--- src/rtl/sort_arbiter_if.sv ---
// ----------------------------------------------------------------------------
// sort_arbiter_if
// Handshake/bus bundle for sort_arbiter.
//   a_*/b_*   : two requesters, each sending four 4-bit signed beats plus a
//               2-bit mode (sampled on the first beat), valid/ready handshake
//   out_*     : four-beat signed 6-bit result stream tagged with its owner
//   busy      : arbiter is not idle
// Optional macro SORT_ARB_OUT_READY_EN adds out_ready (result back-pressure).
// Modports: master = requester/consumer side, slave = the arbiter.
// ----------------------------------------------------------------------------
interface sort_arbiter_if;
    logic              a_valid;
    logic signed [3:0] a_number;
    logic        [1:0] a_mode;
    logic              a_ready;

    logic              b_valid;
    logic signed [3:0] b_number;
    logic        [1:0] b_mode;
    logic              b_ready;

    logic              out_valid;
    logic signed [5:0] out_result;
    logic              out_id;
    logic              busy;
`ifdef SORT_ARB_OUT_READY_EN
    logic              out_ready;
`endif

    modport master (
        output a_valid, a_number, a_mode, b_valid, b_number, b_mode,
`ifdef SORT_ARB_OUT_READY_EN
        output out_ready,
`endif
        input  a_ready, b_ready, out_valid, out_result, out_id, busy
    );

    modport slave (
        input  a_valid, a_number, a_mode, b_valid, b_number, b_mode,
`ifdef SORT_ARB_OUT_READY_EN
        input  out_ready,
`endif
        output a_ready, b_ready, out_valid, out_result, out_id, busy
    );
endinterface

--- src/rtl/sort_arbiter.sv ---
// ----------------------------------------------------------------------------
// sort_arbiter
// Round-robin arbiter between two requesters. The granted requester streams
// four signed 4-bit operands; the block sorts them ascending with a 6-comparator
// network and emits four 6-bit signed result beats chosen by the packet mode:
//   mode 0 : s1, s2, s3, s4           mode 1 : s4, s3, s2, s1
//   mode 2 : s1+s2, s2+s3, s3+s4, s4+s1
//   mode 3 : s1-s2, s2-s3, s4-s3, s4-s1
// Ports:
//   clk        : rising-edge clock
//   rst        : synchronous active-high reset
//   bus        : sort_arbiter_if.slave (requester handshakes, result stream,
//                busy flag)
// Parameter:
//   PRIO_INIT  : requester holding priority after reset (0=A, 1=B)
// Build option:
//   SORT_ARB_OUT_READY_EN : adds bus.out_ready; OUT advances only on
//                           out_valid && out_ready. Without it OUT advances
//                           every cycle.
// Timing: last input beat accepted in cycle T -> SORT in T+1 -> first result
// beat in T+2. Minimum packet period is 10 cycles (IDLE+4 LOAD+SORT+4 OUT).
// ----------------------------------------------------------------------------
module sort_arbiter #(
    parameter bit PRIO_INIT = 1'b0
) (
    input  logic          clk,
    input  logic          rst,
    sort_arbiter_if.slave bus
);

    typedef enum logic [1:0] {IDLE, LOAD, SORT, OUT} state_t;

    // Compare-exchange pairs of the insertion-sort network (6 comparators).
    localparam int CMP_LO [6] = '{0, 1, 0, 2, 1, 0};
    localparam int CMP_HI [6] = '{1, 2, 1, 3, 2, 1};

    state_t            r_state;
    logic              r_grant;       // 0=A, 1=B
    logic              r_prio;        // round-robin priority holder
    logic        [1:0] r_beat;        // input beats received
    logic        [1:0] r_k;           // output beat index
    logic [3:0][3:0]   r_ops;         // shift register, [3] is the oldest beat
    logic        [1:0] r_mode;
    logic [3:0][5:0]   r_srt;         // sorted operands, [0] smallest
    logic              r_out_valid;
    logic signed [5:0] r_out_result;
    logic              r_out_id;

    logic              w_req_valid;
    logic        [3:0] w_req_number;
    logic        [1:0] w_req_mode;
    logic              w_xfer;
    logic              w_advance;
    logic [3:0][5:0]   w_net;

    // Granted requester's handshake; the other requester is never looked at
    // outside IDLE.
    assign w_req_valid  = r_grant ? bus.b_valid  : bus.a_valid;
    assign w_req_number = r_grant ? bus.b_number : bus.a_number;
    assign w_req_mode   = r_grant ? bus.b_mode   : bus.a_mode;
    assign w_xfer       = (r_state == LOAD) && w_req_valid;

    // Readies and busy are plain decodes of registered state.
    assign bus.a_ready  = (r_state == LOAD) && !r_grant;
    assign bus.b_ready  = (r_state == LOAD) &&  r_grant;
    assign bus.busy     = (r_state != IDLE);

    assign bus.out_valid  = r_out_valid;
    assign bus.out_result = r_out_result;
    assign bus.out_id     = r_out_id;

`ifdef SORT_ARB_OUT_READY_EN
    assign w_advance = bus.out_ready;
`else
    assign w_advance = 1'b1;
`endif

    // Sign-extend to 6 bits first so the network output feeds the adders
    // directly.
    always_comb begin
        logic [5:0] w_tmp;
        w_tmp = '0;
        for (int i = 0; i < 4; i++)
            w_net[i] = {{2{r_ops[i][3]}}, r_ops[i]};
        for (int c = 0; c < 6; c++) begin
            if ($signed(w_net[CMP_LO[c]]) > $signed(w_net[CMP_HI[c]])) begin
                w_tmp            = w_net[CMP_LO[c]];
                w_net[CMP_LO[c]] = w_net[CMP_HI[c]];
                w_net[CMP_HI[c]] = w_tmp;
            end
        end
    end

    // Result beat k of a packet from sorted operands s (s[0] smallest).
    // Operands are within -8..7, so sums and differences fit in 6 bits.
    function automatic logic signed [5:0] beat_val(input logic [1:0]     mode,
                                                   input logic [1:0]     k,
                                                   input logic [3:0][5:0] s);
        logic [1:0] kn;
        kn = k + 2'd1;          // wraps 3 -> 0 for the s4+s1 term
        case (mode)
            2'd0:    beat_val = $signed(s[k]);
            2'd1:    beat_val = $signed(s[2'd3 - k]);
            2'd2:    beat_val = $signed(s[k]) + $signed(s[kn]);
            default: begin
                case (k)
                    2'd0:    beat_val = $signed(s[0]) - $signed(s[1]);
                    2'd1:    beat_val = $signed(s[1]) - $signed(s[2]);
                    2'd2:    beat_val = $signed(s[3]) - $signed(s[2]);
                    default: beat_val = $signed(s[3]) - $signed(s[0]);
                endcase
            end
        endcase
    endfunction

    always_ff @(posedge clk) begin
        if (rst) begin
            r_state      <= IDLE;
            r_grant      <= 1'b0;
            r_prio       <= PRIO_INIT;
            r_beat       <= '0;
            r_k          <= '0;
            r_ops        <= '0;
            r_mode       <= '0;
            r_srt        <= '0;
            r_out_valid  <= 1'b0;
            r_out_result <= '0;
            r_out_id     <= 1'b0;
        end else begin
            case (r_state)
                IDLE: begin
                    if (bus.a_valid || bus.b_valid) begin
                        // Contention goes to the priority holder.
                        r_grant <= (bus.a_valid && bus.b_valid) ? r_prio : bus.b_valid;
                        r_beat  <= '0;
                        r_state <= LOAD;
                    end
                end
                LOAD: begin
                    // No timeout: a stalled requester just holds the count.
                    if (w_xfer) begin
                        r_ops  <= {r_ops[2:0], w_req_number};
                        if (r_beat == 2'd0)
                            r_mode <= w_req_mode;
                        r_beat <= r_beat + 2'd1;
                        if (r_beat == 2'd3)
                            r_state <= SORT;
                    end
                end
                SORT: begin
                    // First result beat is loaded here so out_valid rises
                    // exactly one cycle after SORT.
                    r_srt        <= w_net;
                    r_k          <= '0;
                    r_out_valid  <= 1'b1;
                    r_out_result <= beat_val(r_mode, 2'd0, w_net);
                    r_out_id     <= r_grant;
                    r_state      <= OUT;
                end
                OUT: begin
                    if (w_advance) begin
                        if (r_k == 2'd3) begin
                            r_out_valid  <= 1'b0;
                            r_out_result <= '0;
                            r_out_id     <= 1'b0;
                            r_prio       <= ~r_grant;
                            r_state      <= IDLE;
                        end else begin
                            r_k          <= r_k + 2'd1;
                            r_out_result <= beat_val(r_mode, r_k + 2'd1, r_srt);
                        end
                    end
                end
                default: r_state <= IDLE;
            endcase
        end
    end

endmodule

--- src/flat_wrapper.sv ---
// flat-port wrapper written by rule: the top's interface ports become plain ports
module sort_arbiter_flat 
#(
    parameter bit PRIO_INIT = 1'b0
)
  (clk, rst, bus_a_valid, bus_a_number, bus_a_mode, bus_b_valid, bus_b_number, bus_b_mode, bus_a_ready, bus_b_ready, bus_out_valid, bus_out_result, bus_out_id, bus_busy);
  sort_arbiter_if bus_i ();
  input  logic clk;
  input  logic rst;
  input wire logic [$bits(bus_i.a_valid)-1:0] bus_a_valid;
  input wire logic [$bits(bus_i.a_number)-1:0] bus_a_number;
  input wire logic [$bits(bus_i.a_mode)-1:0] bus_a_mode;
  input wire logic [$bits(bus_i.b_valid)-1:0] bus_b_valid;
  input wire logic [$bits(bus_i.b_number)-1:0] bus_b_number;
  input wire logic [$bits(bus_i.b_mode)-1:0] bus_b_mode;
  output wire logic [$bits(bus_i.a_ready)-1:0] bus_a_ready;
  output wire logic [$bits(bus_i.b_ready)-1:0] bus_b_ready;
  output wire logic [$bits(bus_i.out_valid)-1:0] bus_out_valid;
  output wire logic [$bits(bus_i.out_result)-1:0] bus_out_result;
  output wire logic [$bits(bus_i.out_id)-1:0] bus_out_id;
  output wire logic [$bits(bus_i.busy)-1:0] bus_busy;
  assign bus_i.a_valid = bus_a_valid;
  assign bus_i.a_number = bus_a_number;
  assign bus_i.a_mode = bus_a_mode;
  assign bus_i.b_valid = bus_b_valid;
  assign bus_i.b_number = bus_b_number;
  assign bus_i.b_mode = bus_b_mode;
  assign bus_a_ready = bus_i.a_ready;
  assign bus_b_ready = bus_i.b_ready;
  assign bus_out_valid = bus_i.out_valid;
  assign bus_out_result = bus_i.out_result;
  assign bus_out_id = bus_i.out_id;
  assign bus_busy = bus_i.busy;
  sort_arbiter #(.PRIO_INIT(PRIO_INIT)) u_core (.clk(clk), .rst(rst), .bus(bus_i));
endmodule
--- config.mk ---
export PLATFORM = sky130hd
export DESIGN_NAME = sort_arbiter_flat
export DESIGN_NICKNAME = d
export VERILOG_FILES = /design/src/rtl/sort_arbiter_if.sv /design/src/rtl/sort_arbiter.sv /design/src/flat_wrapper.sv
export SDC_FILE = /design/constraint.sdc
export NUM_CORES = 1
export LEC_CHECK = 0
export CELL_PAD_IN_SITES_DETAIL_PLACEMENT = 0
export CELL_PAD_IN_SITES_GLOBAL_PLACEMENT = 1
export CORE_UTILIZATION = 45
export CTS_CLUSTER_DIAMETER = 60
export DETAILED_ROUTE_END_ITERATION = 10
export PLACE_DENSITY_LB_ADDON = 0.1
export SLEW_MARGIN = 20
export SYNTH_ARGS = -nofsm -noshare
export SYNTH_HDL_FRONTEND = slang
export SYNTH_SLANG_ARGS = --single-unit
--- constraint.sdc ---
create_clock -name clk -period 16.87 [get_ports clk]
set_clock_uncertainty 0.15 [all_clocks]
set_input_delay 3.374 -clock clk [delete_from_list [all_inputs] [get_ports clk]]
set_output_delay 3.374 -clock clk [all_outputs]
set_load 0.02 [all_outputs]
==> impl_metrics.yaml, run 1 <==
status:
  status: "finished clean"
yosys:
  yosysUniqueCellTypes: 71
  synthSimpleGateAreaFrac: 0.183
  synth_compound_area_frac: 0.246
  synth_edf_count: 0
  ys_warn_count: 0
  ys.flop_type: "dfxtp_1"
  synth-xor-area-share: 0.0213
  ys_seq_elements: 50
  synth.avg_cell_area_um2: 8.23
  synth_seq_area_share: 0.203
  synth_top_family_by_area: "compound AO/OA/AOI/OAI gates"
  synth_cells: 599
  syn_area_um2: 4930
  synth-async-reset-ratio: 0
  syn_nets: 670
  synthAdderAreaFrac: 0.146
  synth_mux_area_frac: 0.144
clock_network:
  cts.htree.levels: 2
  clk_pin_slew_ns: 0.10
  ctsResizeCount: 0
  clock-sinks: 50
  hold_buffers: 0
  numCtsBuffers: 5
  max-clock-path-buffers: 2
  cts_tree: "yes"
  clk_latency_ns: 0.31
  root_buffer: "clkbuf_8"
  post_cts_buffers: 0
floorplanning:
  initial_core_util: 0.471
  dieHeight_um: 107
  die_area_um2: 11400
  core_area_um2: 10500
  rows: 37
  io-pin-count: 27
  die_x_um: 107
finish:
  final_core_util: 0.512
  layout-drive-gt1-share: 0.100
  fin_cells: 744
  syn_to_final_growth_pct: 8.73
  multi_input_area_um2: 3650
  seq_area_um2: 1000
  antenna-diode-count: 0
  final_common_cell: "nor2_1"
  most-common-layout-cells: "nor2_1, nand2_1, ha_1"
  fillers: 1037
  nets: 678
timing:
  hold_viol: 0
  slew_viol_final: 0
  min_period_over_period: 0.668
  slew_headroom: 0.327
  fin_crit_ns: 11.27
  max_freq_mhz: 88.7
  fin_setup_tns_ns: 0
  setup_violations: 0
  tightest_slew_ns: 1.01
  rsz0062_at_grt: "false"
worst_setup_path:
  crit_fanout: 16
  slowest_delay_ns: 0.65
  worst_ep_arrival_time_ns: 11.38
  worst_ep_required_time_ns: 16.97
  worstSetupPathType: "reg -> reg"
  cp_slowest_cell: "o21a_1"
  cp_common_cell: "ha_1"
  r2r_slack_ns: 5.60
  endpoint_kind: "register"
  crit_path_start_kind: "register"
grt:
  grt_pass1_vias: 4213
  met1_usage: 0.314
  globalRouteOverflowTotal: 0
  grtUsageTotal: 0.236
  busiest_layer: "met2"
  use_met2: 0.407
  grt_pass1_wl_mm: 21.3
  grt_start_max_net_pins: 54
  antenna_found_initial: 0
  use_met3: 0.0316
placement:
  dpl.hpwl_mm: 9.89
  io_buffers: 26
  dp.cells: 736
  gp_congestion: 0.895
routing:
  avgViaCountPerCell: 5.87
  drt_wl_total_mm: 12.7
  num_vias: 4370
  wl_per_cell_um: 17.0
  drt-initial-drc-count: 249
  drc: 0
  firstDrtPassIters: 4
  final_antenna_net_count: 0
run:
  cap_violations: 0
worst_hold_path:
  hp-class: "reg -> reg"
[logic make-up (layout without fill, tap and decap cells)]
kind of cell / after synthesis / after routing
mux: 51 / 51
buf+inv: 70 / 79
flops: 50 / 50
xor+xnor: 12 / 12
compound gates: 169 / 169
fa+ha+maj: 55 / 55
simple gates: 192 / 192
[cells in the mapped netlist, types with 4 or more instances]
cell type | instances | area (µm²)
nor2b_1 | 16 | 100
a31oi_1 | 4 | 25.0
dfxtp_1 | 50 | 1000
ha_1 | 51 | 638
o21a_1 | 4 | 30.0
a211oi_1 | 21 | 158
and2_1 | 5 | 31.3
o221ai_1 | 4 | 35.0
xor2_1 | 5 | 43.8
o21ai_1 | 5 | 25.0
clkbuf_1 | 21 | 78.8
a21o_1 | 8 | 60.1
nor2_1 | 64 | 240
a311oi_1 | 6 | 52.6
fa_1 | 4 | 80.1
nor3_1 | 11 | 55.1
o211ai_1 | 6 | 45.0
o21ai_0 | 25 | 125
a221oi_1 | 4 | 35.0
nand3_1 | 8 | 40.0
mux4_2 | 13 | 293
mux2_2 | 8 | 90.1
a21oi_1 | 41 | 205
inv_1 | 38 | 143
or3_1 | 5 | 31.3
or2_2 | 5 | 31.3
nand2_1 | 53 | 199
xnor2_1 | 7 | 61.3
mux2i_1 | 26 | 260
nand2b_1 | 12 | 75.1
a22oi_1 | 5 | 37.5
buf_1 | 5 | 18.8
[final cells by class]
type	instances	area share
timing repair buffer	30	0.0532
inverter	41	0.0287
multi-input combinational	479	0.681
tap	136	0.0317
clock buffer	6	0.0154
sequential	50	0.187
clock inverter	2	0.00327
[path summary, 6_finish.rpt]
kind	startpoint	endpoint	cells past startpoint
min	u_core.r_prio	u_core.r_prio	2
max	u_core.r_ops[0]	u_core.bus.out_result[5]	46
min reg2reg	u_core.r_prio	u_core.r_prio	2
max reg2reg	u_core.r_ops[0]	u_core.bus.out_result[5]	46
[state kept, by name, indices dropped and copies added (netlist names)]
name	count
u_core.r_ops	16
u_core.r_srt	16
u_core.bus.out_result	6
u_core.r_beat	2
u_core.r_k	2
u_core.r_mode	2
u_core.r_state	2
u_core.bus.out_id	1
u_core.bus.out_valid	1
u_core.r_grant	1
u_core.r_prio	1
[stage by stage]
step                      hold WS [ns]  instance area [µm²]  setup slack (ns)
after floorplan                  0.296                 4930              7.13
after detailed placement         0.318                 5260              5.74
after global routing             0.375                 5360              4.59
after CTS                        0.340                 5360              5.66
final                            0.336                 5360              5.60
after global placement           0.310                 5260              6.10
[per-layer routing]
| layer | vias up | share of wire |
|---|---|---|
| met2 | 72 | 0.49 |
| met5 | - | 0 |
| met3 | 8 | 0.031 |
| li1 | 2206 | - |
| met4 | 0 | 0.010 |
| met1 | 2084 | 0.47 |
[critical path: cells and delay by family, from the launching register on]
kind	cells	cell delay (ns)
adders and majority gates	7	2.18
xor gates and xnor gates	1	0.13
buffers and inverters	4	0.56
and+or+nand+nor	13	2.10
muxes	3	0.95
DFF	1	0.47
AOI/OAI and AO/OA	18	4.65
Power of run 1 is not shown: default switching activity piles up to over one toggle a cycle in this logic, so the estimate is an artifact.
==> inputs of run 2 (changes only) <==
--- a/config.mk
+++ b/config.mk
@@ -7,7 +7,7 @@
 export LEC_CHECK = 0
 export CELL_PAD_IN_SITES_DETAIL_PLACEMENT = 0
 export CELL_PAD_IN_SITES_GLOBAL_PLACEMENT = 1
-export CORE_UTILIZATION = 45
+export CORE_UTILIZATION = 42
 export CTS_CLUSTER_DIAMETER = 60
 export DETAILED_ROUTE_END_ITERATION = 10
 export PLACE_DENSITY_LB_ADDON = 0.1
==> constraint.sdc (replaced) <==
create_clock -name clk -period 9.93 [get_ports clk]
set_clock_uncertainty 0.15 [all_clocks]
set_input_delay 1.986 -clock clk [delete_from_list [all_inputs] [get_ports clk]]
set_output_delay 1.986 -clock clk [all_outputs]
set_load 0.02 [all_outputs]
==> run 2 against run 1 <==
Routed wire length up 4.5%. Worst setup slack worse by 5.0 ns. Critical path depth fell by 3. Non-clock buffer count grew 17. Critical path type unchanged. Critical endpoint unchanged. Largest cell class unchanged.
==> impl_metrics.yaml, run 2 (synthesized netlist as in run 1, its figures left out) <==
worst_setup_path:
  cp_slowest_cell: "nor4_1"
  worst_ep_required_time_ns: 10.02
  endpoint_kind: "register"
  worst_ep_arrival_time_ns: 9.40
  crit_path_start_kind: "register"
  worst_r2r_path_depth: 43
  slowest_delay_ns: 0.45
  cp_common_cell: "ha_1"
  worstSetupPathType: "reg -> reg"
  crit_fanout: 9
clock_network:
  clk_latency_ns: 0.30
  cts_tree: "yes"
  numCtsBuffers: 5
  root_buffer: "clkbuf_16"
  cts.htree.levels: 2
  clock-sinks: 50
  clk_pin_slew_ns: 0.07
  max-clock-path-buffers: 2
  hold_buffers: 0
routing:
  avgViaCountPerCell: 5.77
  final_antenna_net_count: 0
  firstDrtPassIters: 4
  wl_per_cell_um: 17.3
  drt_wl_total_mm: 13.2
  num_vias: 4430
  drc: 0
  drt-initial-drc-count: 261
grt:
  globalRouteOverflowTotal: 0
  grtUsageTotal: 0.224
  grt_pass1_vias: 4124
  grt_pass1_wl_mm: 20.6
  grt_start_max_net_pins: 54
  antenna_found_initial: 0
finish:
  most-common-layout-cells: "nor2_1, nand2_1, ha_1, dfxtp_1, a21oi_1"
  final_common_cell: "nor2_1"
  final_core_util: 0.499
  final_cell_area_um2: 5700
  antenna-diode-count: 0
  syn_to_final_growth_pct: 15.7
  layout-drive-gt1-share: 0.162
  fin_cells: 768
  nets: 695
placement:
  placed_cell_area_um2: 5400
  dp.cells: 760
  dpl.hpwl_mm: 10.4
  io_buffers: 26
  gp_congestion: 0.868
floorplanning:
  initial_core_util: 0.432
  dieHeight_um: 110
  io-pin-count: 27
  die_area_um2: 12200
  core_area_um2: 11400
  die_x_um: 110
  rows: 39
run:
  cap_violations: 0
worst_hold_path:
  hp-class: "reg -> reg"
  min_path_cells: 2
timing:
  fin_crit_ns: 9.31
  max_freq_mhz: 107
  hold_viol: 0
  slew_viol_final: 0
  min_period_over_period: 0.937
  slew_headroom: 0.309
  timing.hold.ws_ns: 0.336
  setup_violations: 0
  tightest_slew_ns: 1.04
status:
  status: "finished clean"
-- run 2: cell types whose count changed in the layout (fill, tap and decap cells not counted), moves of 2 or more --
cell and delta:
buf_4 +17, clkbuf_8 -6, clkbuf_16 +5, a21oi_1 -3
a21oi_2 +2, a41oi_1 -2, a41oi_4 +2, ha_1 -2
ha_4 +2, inv_6 +2, o21ai_2 +2
-- run 2: critical path, delay by kind of cell (launching register included) --
family                     cells  cell delay (ns)
AOI/OAI and AO/OA             17             3.10
xor gates and xnor gates       1             0.13
adders and majority gates      7             2.23
buffers and inverters          4             0.46
DFF                            1             0.36
muxes                          3             1.04
and+or+nand+nor               11             1.76
-- run 2: layout make-up --
type / count / area [µm²]
clock buffers: 5 / 125
flip-flops and latches: 50 / 1000
clock inverters: 3 / 26.3
multi-input cells: 479 / 3800
repair buffers: 47 / 413
inverters: 41 / 154
well taps: 143 / 179
fillers: 1161 / 5720
-- run 2: repair_timing --
| action | in CTS | in global routing |
|---|---|---|
| setup buffers | 0 | 0 |
| endpoints found under the setup margin | 1 | 5 |
| pin swaps | 0 | 5 |
| gates resized for setup | 1 | 30 |
-- run 2: worst paths after layout --
kind	start	endpoint	slack, ns
worst max-delay path	u_core.r_ops[7]	u_core.bus.out_result[5]	0.62
worst min-delay path	u_core.r_ops[13]	u_core.r_ops[13]	0.34
worst max register to register	u_core.r_ops[7]	u_core.bus.out_result[5]	0.62
worst min register to register	u_core.r_ops[13]	u_core.r_ops[13]	0.34
-- run 2: per-layer routing --
metal | track usage | up-vias | share of wire
li1 | - | 2242 | -
met1 | 0.278 | 2109 | 0.46
met2 | 0.403 | 63 | 0.49
met3 | 0.0276 | 16 | 0.029
met4 | 0.0620 | 0 | 0.015
met5 | 0 | - | 0
-- run 2: through the flow --
step | TNS [ns] | setup WS (ns)
after floorplan | 0 | 0.185
after global placement | 0 | 0.228
after detailed placement | -0.0385 | -0.0385
after CTS | 0 | 0.0329
after global routing | -0.0274 | -0.0274
final | 0 | 0.621
Power of run 2 is left out for the same reason.
==> inputs of run 3 (changes only) <==
--- a/config.mk
+++ b/config.mk
@@ -10,7 +10,7 @@
 export CORE_UTILIZATION = 42
 export CTS_CLUSTER_DIAMETER = 60
 export DETAILED_ROUTE_END_ITERATION = 10
-export PLACE_DENSITY_LB_ADDON = 0.1
+export PLACE_DENSITY = 0.87
 export SLEW_MARGIN = 20
 export SYNTH_ARGS = -nofsm -noshare
 export SYNTH_HDL_FRONTEND = slang
==> run 3 against run 2 <==
Critical path depth increased by 5. Register-to-register slack got worse by 0.04 ns. Design area is essentially flat. Flip-flop and latch count is the same. Routed wire length shrank 5.0%. Cell count increased by 0.52%. Count of clock-buffer cells in the layout did not move. Die area stayed put. Maximum frequency is 0.38% lower. Hold slack better by 0.0024 ns. Non-clock buffer count rose by 4. Largest cell class unchanged. Highest routed layer unchanged.
==> impl_metrics.yaml, run 3 (synthesized netlist as in run 1, its figures left out) <==
status:
  status: "finished clean"
finish:
  most-common-layout-cells: "nor2_1, nand2_1, ha_1"
  antenna-diode-count: 0
  syn_to_final_growth_pct: 15.6
  final_common_cell: "nor2_1"
  nets: 699
  layout-drive-gt1-share: 0.164
worst_setup_path:
  slowest_delay_ns: 0.36
  worstSetupPathType: "reg -> reg"
  crit_buf_inv: 6
  endpoint_kind: "register"
  cp_slowest_cell: "dfxtp_2"
  crit_fanout: 10
  cp_common_cell: "ha_1"
  cp_top_family: "compound AO/OA/AOI/OAI gates"
  worst_ep_required_time_ns: 10.02
  worst_ep_arrival_time_ns: 9.43
  crit_path_start_kind: "register"
grt:
  globalRouteOverflowTotal: 0
  grtUsageTotal: 0.216
  antenna_found_initial: 0
  grt_start_max_net_pins: 54
  grt_pass1_vias: 4318
  grt_pass1_wl_mm: 20.6
clock_network:
  clock-sinks: 50
  cts.htree.levels: 2
  clk_pin_slew_ns: 0.07
  root_buffer: "clkbuf_16"
  clk_latency_ns: 0.30
  max-clock-path-buffers: 2
  hold_buffers: 0
  numCtsBuffers: 5
  cts_tree: "yes"
floorplanning:
  rows: 39
  die_x_um: 110
  initial_core_util: 0.432
  io-pin-count: 27
  die_area_um2: 12200
  core_area_um2: 11400
  dieHeight_um: 110
routing:
  avgViaCountPerCell: 5.84
  drt_wl_total_mm: 12.6
  final_antenna_net_count: 0
  firstDrtPassIters: 4
  drt-initial-drc-count: 328
  drc: 0
  num_vias: 4511
  wl_per_cell_um: 16.3
timing:
  fin_setup_tns_ns: 0
  slew_viol_final: 0
  slew_headroom: 0.343
  setup_violations: 0
  hold_viol: 0
  max_freq_mhz: 107
  fin_crit_ns: 9.34
  tightest_slew_ns: 0.986
  min_period_over_period: 0.941
placement:
  gp_congestion: 0.909
  dpl.hpwl_mm: 9.78
  io_buffers: 26
worst_hold_path:
  hp-class: "reg -> reg"
run:
  cap_violations: 0
run 3: cell types whose count changed in the layout (fill, tap and decap cells not counted), moves of 2 or more:
cell / change
o21ai_0: -2
ha_4: -2
mux2i_1: -3
a41oi_4: -2
ha_1: +2
inv_6: -2
mux2i_2: +3
buf_4: +4
run 3: stage by stage:
step / instances / cell area [µm²] / hold WS (ns) / setup WS (ns) / util
2_1_floorplan: 599 / 4930 / 0.296 / 0.185 / -
6_report: 772 / 5700 / 0.339 / 0.586 / 0.499
4_1_cts: 764 / 5560 / 0.349 / 0.00602 / 0.487
3_3_place_gp: 756 / 5370 / 0.312 / 0.304 / 0.470
5_1_grt: 772 / 5700 / 0.349 / -0.00792 / 0.499
3_5_place_dp: 756 / 5370 / 0.328 / -0.110 / 0.470
run 3: repair_timing:
action	CTS	global route
pin swaps	0	3
endpoints found under the setup margin	2	5
setup buffers	0	8
resized for setup	4	23
run 3: worst paths after layout:
path | end | slack, ns | startpoint | depth (start not counted)
max reg2reg | u_core.bus.out_result[5] | 0.59 | u_core.r_ops[7] | 48
min reg2reg | u_core.r_ops[7] | 0.34 | u_core.r_ops[7] | 2
max | u_core.bus.out_result[5] | 0.59 | u_core.r_ops[7] | 48
min | u_core.r_ops[7] | 0.34 | u_core.r_ops[7] | 2
run 3: area by class of cell:
cell class,instances,area [µm²]
Inverter,41,154
Fill cell,1112,5720
Tap cell,143,179
Multi-Input combinational cell,479,3750
Sequential cell,50,1000
Clock buffer,5,125
Clock inverter,3,48.8
Timing Repair Buffer,51,443
run 3: routing by layer:
metal	vias up	wire [µm]	track usage
met2	105	5940	0.364
met5	-	0	0
met1	2126	5810	0.282
met3	24	583	0.0359
li1	2256	-	-
met4	0	257	0.0639
run 3: worst min-delay path, delay by kind of cell, from the launching register on:
kind | cells | cell delay, ns
AOI/OAI and AO/OA | 1 | 0.06
DFF | 1 | 0.34
and+or+nand+nor | 1 | 0.05
Power of run 3 is left out for the same reason.
